===== src/rtl/bounce_gen.sv =====
// ---------------------------------------------------------------------------
// bounce_gen - switch-bounce emulator.
//
// Turns a clean synchronous level into a noisy switch waveform. Each change of
// clean_in starts a bounce window of BOUNCE_CYCLES clocks. Inside the window,
// noisy_out toggles at pseudo-random intervals of
// MIN_GLITCH + lfsr[GLITCH_BITS-1:0] cycles. When the window ends, noisy_out is
// forced to the commanded level. The LFSR is seeded, so a given seed and
// stimulus always produce the same waveform.
//
// Ports:
//   clock        in   system clock
//   reset        in   synchronous, active-high reset
//   clean_in     in   clean commanded level, synchronous to clock
//   noisy_out    out  emulated bouncing level (registered)
//   busy         out  high while a bounce window is active (registered)
//   bounce_count out  [7:0] toggles in the current/last event; present only
//                     when BOUNCE_GEN_STATS_EN is defined
//
// Optional feature macro: BOUNCE_GEN_STATS_EN (adds bounce_count).
// ---------------------------------------------------------------------------
module bounce_gen #(
    parameter int          BOUNCE_CYCLES = 2000,
    parameter int          MIN_GLITCH    = 8,
    parameter int          GLITCH_BITS   = 4,
    parameter logic [15:0] SEED          = 16'hACE1
) (
    input  logic       clock,
    input  logic       reset,
    input  logic       clean_in,
    output logic       noisy_out,
`ifdef BOUNCE_GEN_STATS_EN
    output logic [7:0] bounce_count,
`endif
    output logic       busy
);

    // An all-zero seed would lock the LFSR, so substitute the default seed.
    localparam logic [15:0] SEED_EFF = (SEED == 16'h0000) ? 16'hACE1 : SEED;
    localparam logic [19:0] WIN_LAST = 20'(BOUNCE_CYCLES - 1);
    localparam logic [8:0]  MIN_SEG  = 9'(MIN_GLITCH);

    typedef enum logic [0:0] {
        ST_IDLE   = 1'b0,
        ST_BOUNCE = 1'b1
    } state_t;

    // One step of the 16-bit right-shifting Galois LFSR, taps 0xB400.
    function automatic logic [15:0] lfsr_step(input logic [15:0] cur);
        lfsr_step = {1'b0, cur[15:1]} ^ (cur[0] ? 16'hB400 : 16'h0000);
    endfunction

    state_t      state_r;
    state_t      state_next_s;
    logic        noisy_r;
    logic        target_r;
    logic        busy_r;
    logic [19:0] window_r;
    logic [8:0]  seg_r;
    logic [15:0] lfsr_r;

    logic        noisy_next_s;
    logic        target_next_s;
    logic [19:0] window_next_s;
    logic [8:0]  seg_next_s;
    logic        change_s;
    logic        win_last_s;
    logic [8:0]  seg_load_s;

    assign change_s   = (clean_in != target_r);
    assign win_last_s = (window_r == WIN_LAST);
    assign seg_load_s = MIN_SEG + 9'(lfsr_r[GLITCH_BITS-1:0]);

    // State and datapath registers; reset takes priority over everything.
    always_ff @(posedge clock) begin
        if (reset) begin
            state_r  <= ST_IDLE;
            noisy_r  <= clean_in;
            target_r <= clean_in;
            busy_r   <= 1'b0;
            window_r <= 20'd0;
            seg_r    <= 9'd0;
            lfsr_r   <= SEED_EFF;
        end else begin
            state_r  <= state_next_s;
            noisy_r  <= noisy_next_s;
            target_r <= target_next_s;
            busy_r   <= (state_next_s == ST_BOUNCE);
            window_r <= window_next_s;
            seg_r    <= seg_next_s;
            lfsr_r   <= lfsr_step(lfsr_r);
        end
    end

    // Next-state logic: a level change always (re)opens the window.
    always_comb begin
        state_next_s = state_r;
        case (state_r)
            ST_IDLE: begin
                if (change_s) begin
                    state_next_s = ST_BOUNCE;
                end else begin
                    state_next_s = ST_IDLE;
                end
            end
            ST_BOUNCE: begin
                if (change_s) begin
                    state_next_s = ST_BOUNCE;
                end else if (win_last_s) begin
                    state_next_s = ST_IDLE;
                end else begin
                    state_next_s = ST_BOUNCE;
                end
            end
            default: state_next_s = ST_IDLE;
        endcase
    end

    // Datapath next values: toggles, segment reloads and the final settle.
    always_comb begin
        noisy_next_s  = noisy_r;
        target_next_s = target_r;
        window_next_s = window_r;
        seg_next_s    = seg_r;
        case (state_r)
            ST_IDLE: begin
                if (change_s) begin
                    target_next_s = clean_in;
                    noisy_next_s  = ~noisy_r;
                    window_next_s = 20'd0;
                    seg_next_s    = seg_load_s;
                end else begin
                    noisy_next_s  = target_r;
                end
            end
            ST_BOUNCE: begin
                if (change_s) begin
                    // Retrigger: restart the window, leave noisy_out alone.
                    target_next_s = clean_in;
                    window_next_s = 20'd0;
                    seg_next_s    = seg_load_s;
                end else if (win_last_s) begin
                    // Settle wins over a coincident segment expiry, which
                    // also makes toggle parity irrelevant.
                    noisy_next_s  = target_r;
                    window_next_s = 20'd0;
                    seg_next_s    = 9'd0;
                end else if (seg_r == 9'd1) begin
                    noisy_next_s  = ~noisy_r;
                    window_next_s = window_r + 20'd1;
                    seg_next_s    = seg_load_s;
                end else begin
                    window_next_s = window_r + 20'd1;
                    seg_next_s    = seg_r - 9'd1;
                end
            end
            default: begin
                noisy_next_s = target_r;
            end
        endcase
    end

`ifdef BOUNCE_GEN_STATS_EN
    logic [7:0] count_r;
    logic       toggle_s;

    // A toggle is any level change made while bouncing and not retriggered.
    always_comb begin
        if ((state_r == ST_BOUNCE) && !change_s) begin
            toggle_s = (noisy_next_s != noisy_r);
        end else begin
            toggle_s = 1'b0;
        end
    end

    // Per-event toggle counter; starts at 1 for the entry toggle, saturates.
    always_ff @(posedge clock) begin
        if (reset) begin
            count_r <= 8'd0;
        end else if (change_s) begin
            count_r <= 8'd1;
        end else if (toggle_s && (count_r != 8'd255)) begin
            count_r <= count_r + 8'd1;
        end else begin
            count_r <= count_r;
        end
    end

    assign bounce_count = count_r;
`endif

    assign noisy_out = noisy_r;
    assign busy      = busy_r;

endmodule


===== config.mk =====
export PLATFORM = sky130hd
export DESIGN_NAME = bounce_gen
export DESIGN_NICKNAME = d
export VERILOG_FILES = /design/src/rtl/bounce_gen.sv
export SDC_FILE = /design/constraint.sdc
export NUM_CORES = 1
export LEC_CHECK = 0
export CAP_MARGIN = 20
export CORE_MARGIN = 2
export CORE_UTILIZATION = 40
export DETAILED_ROUTE_END_ITERATION = 8
export PLACE_DENSITY_LB_ADDON = 0.12
export REMOVE_ABC_BUFFERS = 1
export SYNTH_ARGS = -nofsm -noshare
export SYNTH_HDL_FRONTEND = slang
export SYNTH_SLANG_ARGS = --single-unit

===== constraint.sdc =====
create_clock -name clock -period 2.2 [get_ports clock]
set_clock_uncertainty 0.2 [all_clocks]
set_input_delay 0.33 -clock clock [delete_from_list [all_inputs] [get_ports clock]]
set_output_delay 0.33 -clock clock [all_outputs]
set_load 0.1 [all_outputs]

==> results of run 1 <==
[power breakdown]
| group | total, mW | internal (mW) | switching, mW |
|---|---|---|---|
| clock network | 0.616 | 0.297 | 0.319 |
| registers | 0.954 | 0.922 | 0.0321 |
| logic | 0.426 | 0.183 | 0.244 |
[cells by family after synthesis]
group           count (synthesis)  share of synthesized area
simple gates                  110                      0.264
xor+xnor                        9                     0.0343
compound gates                 68                      0.199
fa+ha+maj                       3                     0.0163
mux                             4                     0.0174
buf+inv                        23                     0.0425
flops                          48                      0.427
[cell usage after synthesis, drive strengths merged, types with 2 or more instances]
| cell | instances | area, sq um |
|---|---|---|
| o21ai | 7 | 35.0 |
| xor2 | 3 | 26.3 |
| buf | 7 | 37.5 |
| and3 | 5 | 31.3 |
| or3 | 4 | 25.0 |
| o211ai | 3 | 22.5 |
| clkbuf | 6 | 22.5 |
| dfxtp | 46 | 921 |
| a32oi | 3 | 26.3 |
| nor3 | 6 | 41.3 |
| a21oi | 21 | 105 |
| o21a | 2 | 15.0 |
| and2 | 2 | 12.5 |
| xnor2 | 6 | 52.6 |
| a31oi | 12 | 75.1 |
| or2 | 6 | 37.5 |
| or4b | 2 | 20.0 |
| nand2b | 5 | 31.3 |
| o22ai | 3 | 18.8 |
| a41oi | 2 | 17.5 |
| a211oi | 4 | 47.5 |
| nand4 | 4 | 25.0 |
| nand4b | 4 | 35.0 |
| a22oi | 3 | 22.5 |
| or4 | 2 | 22.5 |
| inv | 10 | 37.5 |
| nor2b | 7 | 43.8 |
| edfxtp | 2 | 60.1 |
| nor4 | 4 | 31.3 |
| nand3 | 9 | 45.0 |
| nor2 | 18 | 67.6 |
| mux2i | 4 | 40.0 |
| nand2 | 29 | 109 |
| ha | 3 | 37.5 |
[registers in the layout (all words and copies together), names as in the netlist]
register   flops
busy           1
lfsr_r        16
noisy_out      1
seg_r          9
target_r       1
window_r      20
[worst min-delay path by stage]
stage | from | depth (start not counted) | slack (ns) | endpoint
final | lfsr_r[7]$_SDFF_PP1_ | 1 | 0.22 | lfsr_r[6]$_SDFF_PP1_
after global placement | lfsr_r[8]$_SDFF_PP0_ | 1 | 0.19 | lfsr_r[7]$_SDFF_PP1_
after CTS | lfsr_r[7]$_SDFF_PP1_ | 1 | 0.22 | lfsr_r[6]$_SDFF_PP1_
after floorplan | lfsr_r[12]$_SDFF_PP0_ | 1 | 0.19 | lfsr_r[11]$_SDFF_PP1_
after global routing | lfsr_r[8]$_SDFF_PP0_ | 1 | 0.24 | lfsr_r[7]$_SDFF_PP1_
after detailed placement | lfsr_r[7]$_SDFF_PP1_ | 1 | 0.19 | lfsr_r[6]$_SDFF_PP1_
[metrics by stage]
step	TNS (ns)	setup slack, ns
after detailed placement	-0.287	-0.0571
final	0	0.0965
after CTS	0	0.0447
after floorplan	-11.47	-0.721
after global routing	-0.00722	-0.00722
after global placement	-0.102	-0.0439
[critical path: cells and delay by family (launching register included)]
family	cells	cell delay, ns
DFF	1	0.34
and+or+nand+nor	2	0.71
buffers and inverters	2	0.32
AOI/OAI and AO/OA	3	0.44
[per-layer routing]
metal  part of all wire  routed length [microns]  GRT usage  up-vias
li1                   -                        -          -     1037
met1               0.53                     2850      0.263      940
met2               0.42                     2290      0.277       34
met3              0.042                      224     0.0419        2
met4             0.0050                       27     0.0407        0
met5                  0                        0          0        -
[what timing repair did]
item / CTS / global route
endpoints found under the setup margin: 0 / 14
resized for setup: 0 / 2
buffers inserted: 0 / 2
[final cells by class]
type | count | area, sq um
tap | 72 | 90.1
fill | 539 | 2730
timing repair buffer | 44 | 360
clock inverter | 2 | 17.5
sequential | 48 | 981
inverter | 10 | 37.5
multi-input combinational | 194 | 1230
clock buffer | 6 | 93.8
==> impl_metrics.yaml, run 1 <==
finish:
  layout.cell_area.non_filler_sq_um: 2810
  layout_commonest_cell: "dfxtp_1"
  final_cell_mix: "dfxtp_1, buf_4, nand2_1"
  utilization: 0.508
  antenna_cells_inserted: 0
  syn2layout_area_growth_pct: 22.4
  net_count_final: 309
  post_layout_instance_count_excluding_filler_cells: 376
  proportion_of_layout_cells_with_a_drive_suffix_above_1: 0.220
logic_synthesis:
  synth.ff_latch_count: 48
  synth_sequential_area_ratio: 0.427
  synth_async_sr_flop_share: 0
  synth-warning-count: 0
  postSynth.topFlopCell: "dfxtp_1"
  unique_masters_post_synth: 50
  post_synthesis_cell_count: 265
  syn_avg_cell_area_sq_um: 8.67
  netlist_area_sq_um: 2300
  post_synth_edffs: 2
clocking:
  root_buffer: "clkbuf_8"
  cts_max_level: 2
  clock_insertion_delay_worst_skew_ns: 0.30
  tritoncts: "done"
  clk_transition_reported_paths_ns: 0.09
  cts_made_buffers: 5
  clock_sinks: 48
  clk_path_buf_depth: 2
  cts_hold_repair.buffers: 0
global_routing:
  grt_first_pass_wirelength_mm: 9.06
  grt.total_usage: 0.182
  grt_antenna_before_repair: 0
  grt_start_max_net_pins: 28
  global_route.overflow_total: 0
  first_global_vias: 1877
route:
  route.detailed.vias_per_inst: 5.35
  wire_per_inst_microns: 14.3
  routed_wirelength_mm: 5.39
  post-route-drc-count: 0
  route.vias.total: 2013
  drt_pre_antenna_iters: 7
  drt-initial-drc-count: 113
  postRouteAntennaNets: 0
timing:
  hold_viol: 0
  setup_violations: 0
  report.final.slew_viol_count: 0
  max-slew-margin-rel: 0.560
  finalCritPeriodShare: 0.956
  worst_hold_margin_ns: 0.216
  maxClockFrequency_mhz: 475
  worst_slew_pin_slew_ns: 0.655
  final_period_minus_worst_setup_slack_ns: 2.10
die:
  row_count: 27
  top_level_ports: 5
  floorplan.core_area_sq_um: 5540
  design.die.area_sq_um: 6360
  die-height_microns: 79.8
  initial_cell_density_of_the_core: 0.415
  die_w_microns: 79.8
worst_setup_path:
  crit_start: "window_r[13]$_SDFFE_PP0P_"
  worst_r2r_path_depth: 7
  slowest_delay_ns: 0.53
  setup.worst_path.class: "flop to flop"
  regToRegEndpoint: "window_r[17]$_SDFFE_PP0P_"
  critical_path.reg2reg.startpoint: "window_r[13]$_SDFFE_PP0P_"
  required_ns: 2.19
  worst_path_max_delay_cell: "or4_4"
  critPathCapture: "window_r[17]$_SDFFE_PP0P_"
  timing.critical_path.from_type: "flop"
  crit_path_end_kind: "flop"
  critical_path.cell_chain: "or4_4 -> nor3_4 -> buf_4 -> a211oi_4 -> buf_12 -> a32o_1 -> a21o_1"
  worst-path-max-fanout: 12
  worst-r2r-setup-slack_ns: 0.1
  worstPathArrival_ns: 2.10
placement:
  hpwlAfterDp_mm: 3.84
  gp_routability_congestion: 0.817
  placed_cell_area_sq_um: 2680
  numPortBuffers: 4
  numPlacedInstances: 366
power:
  power_density_nw_per_um2: 710
  power_leakage_nw: 1.07
  total_power_mw: 2.00
  power.ir.vdd_worst_uv: 395
min_path:
  min-delay-path-class: "flop to flop"
status:
  status: "finished, final reports clean"
flow_run:
  maximum_capacitance_violations: 0
(Power assumes the default switching activity.)
==> run 2, diff against run 1 <==
--- a/config.mk
+++ b/config.mk
@@ -8,6 +8,7 @@
 export CAP_MARGIN = 20
 export CORE_MARGIN = 2
 export CORE_UTILIZATION = 40
+export CTS_CLUSTER_SIZE = 12
 export DETAILED_ROUTE_END_ITERATION = 8
 export PLACE_DENSITY_LB_ADDON = 0.12
 export REMOVE_ABC_BUFFERS = 1
==> results of run 2 <==
The final DEF is identical to that of run 1; final timing and power are the same.
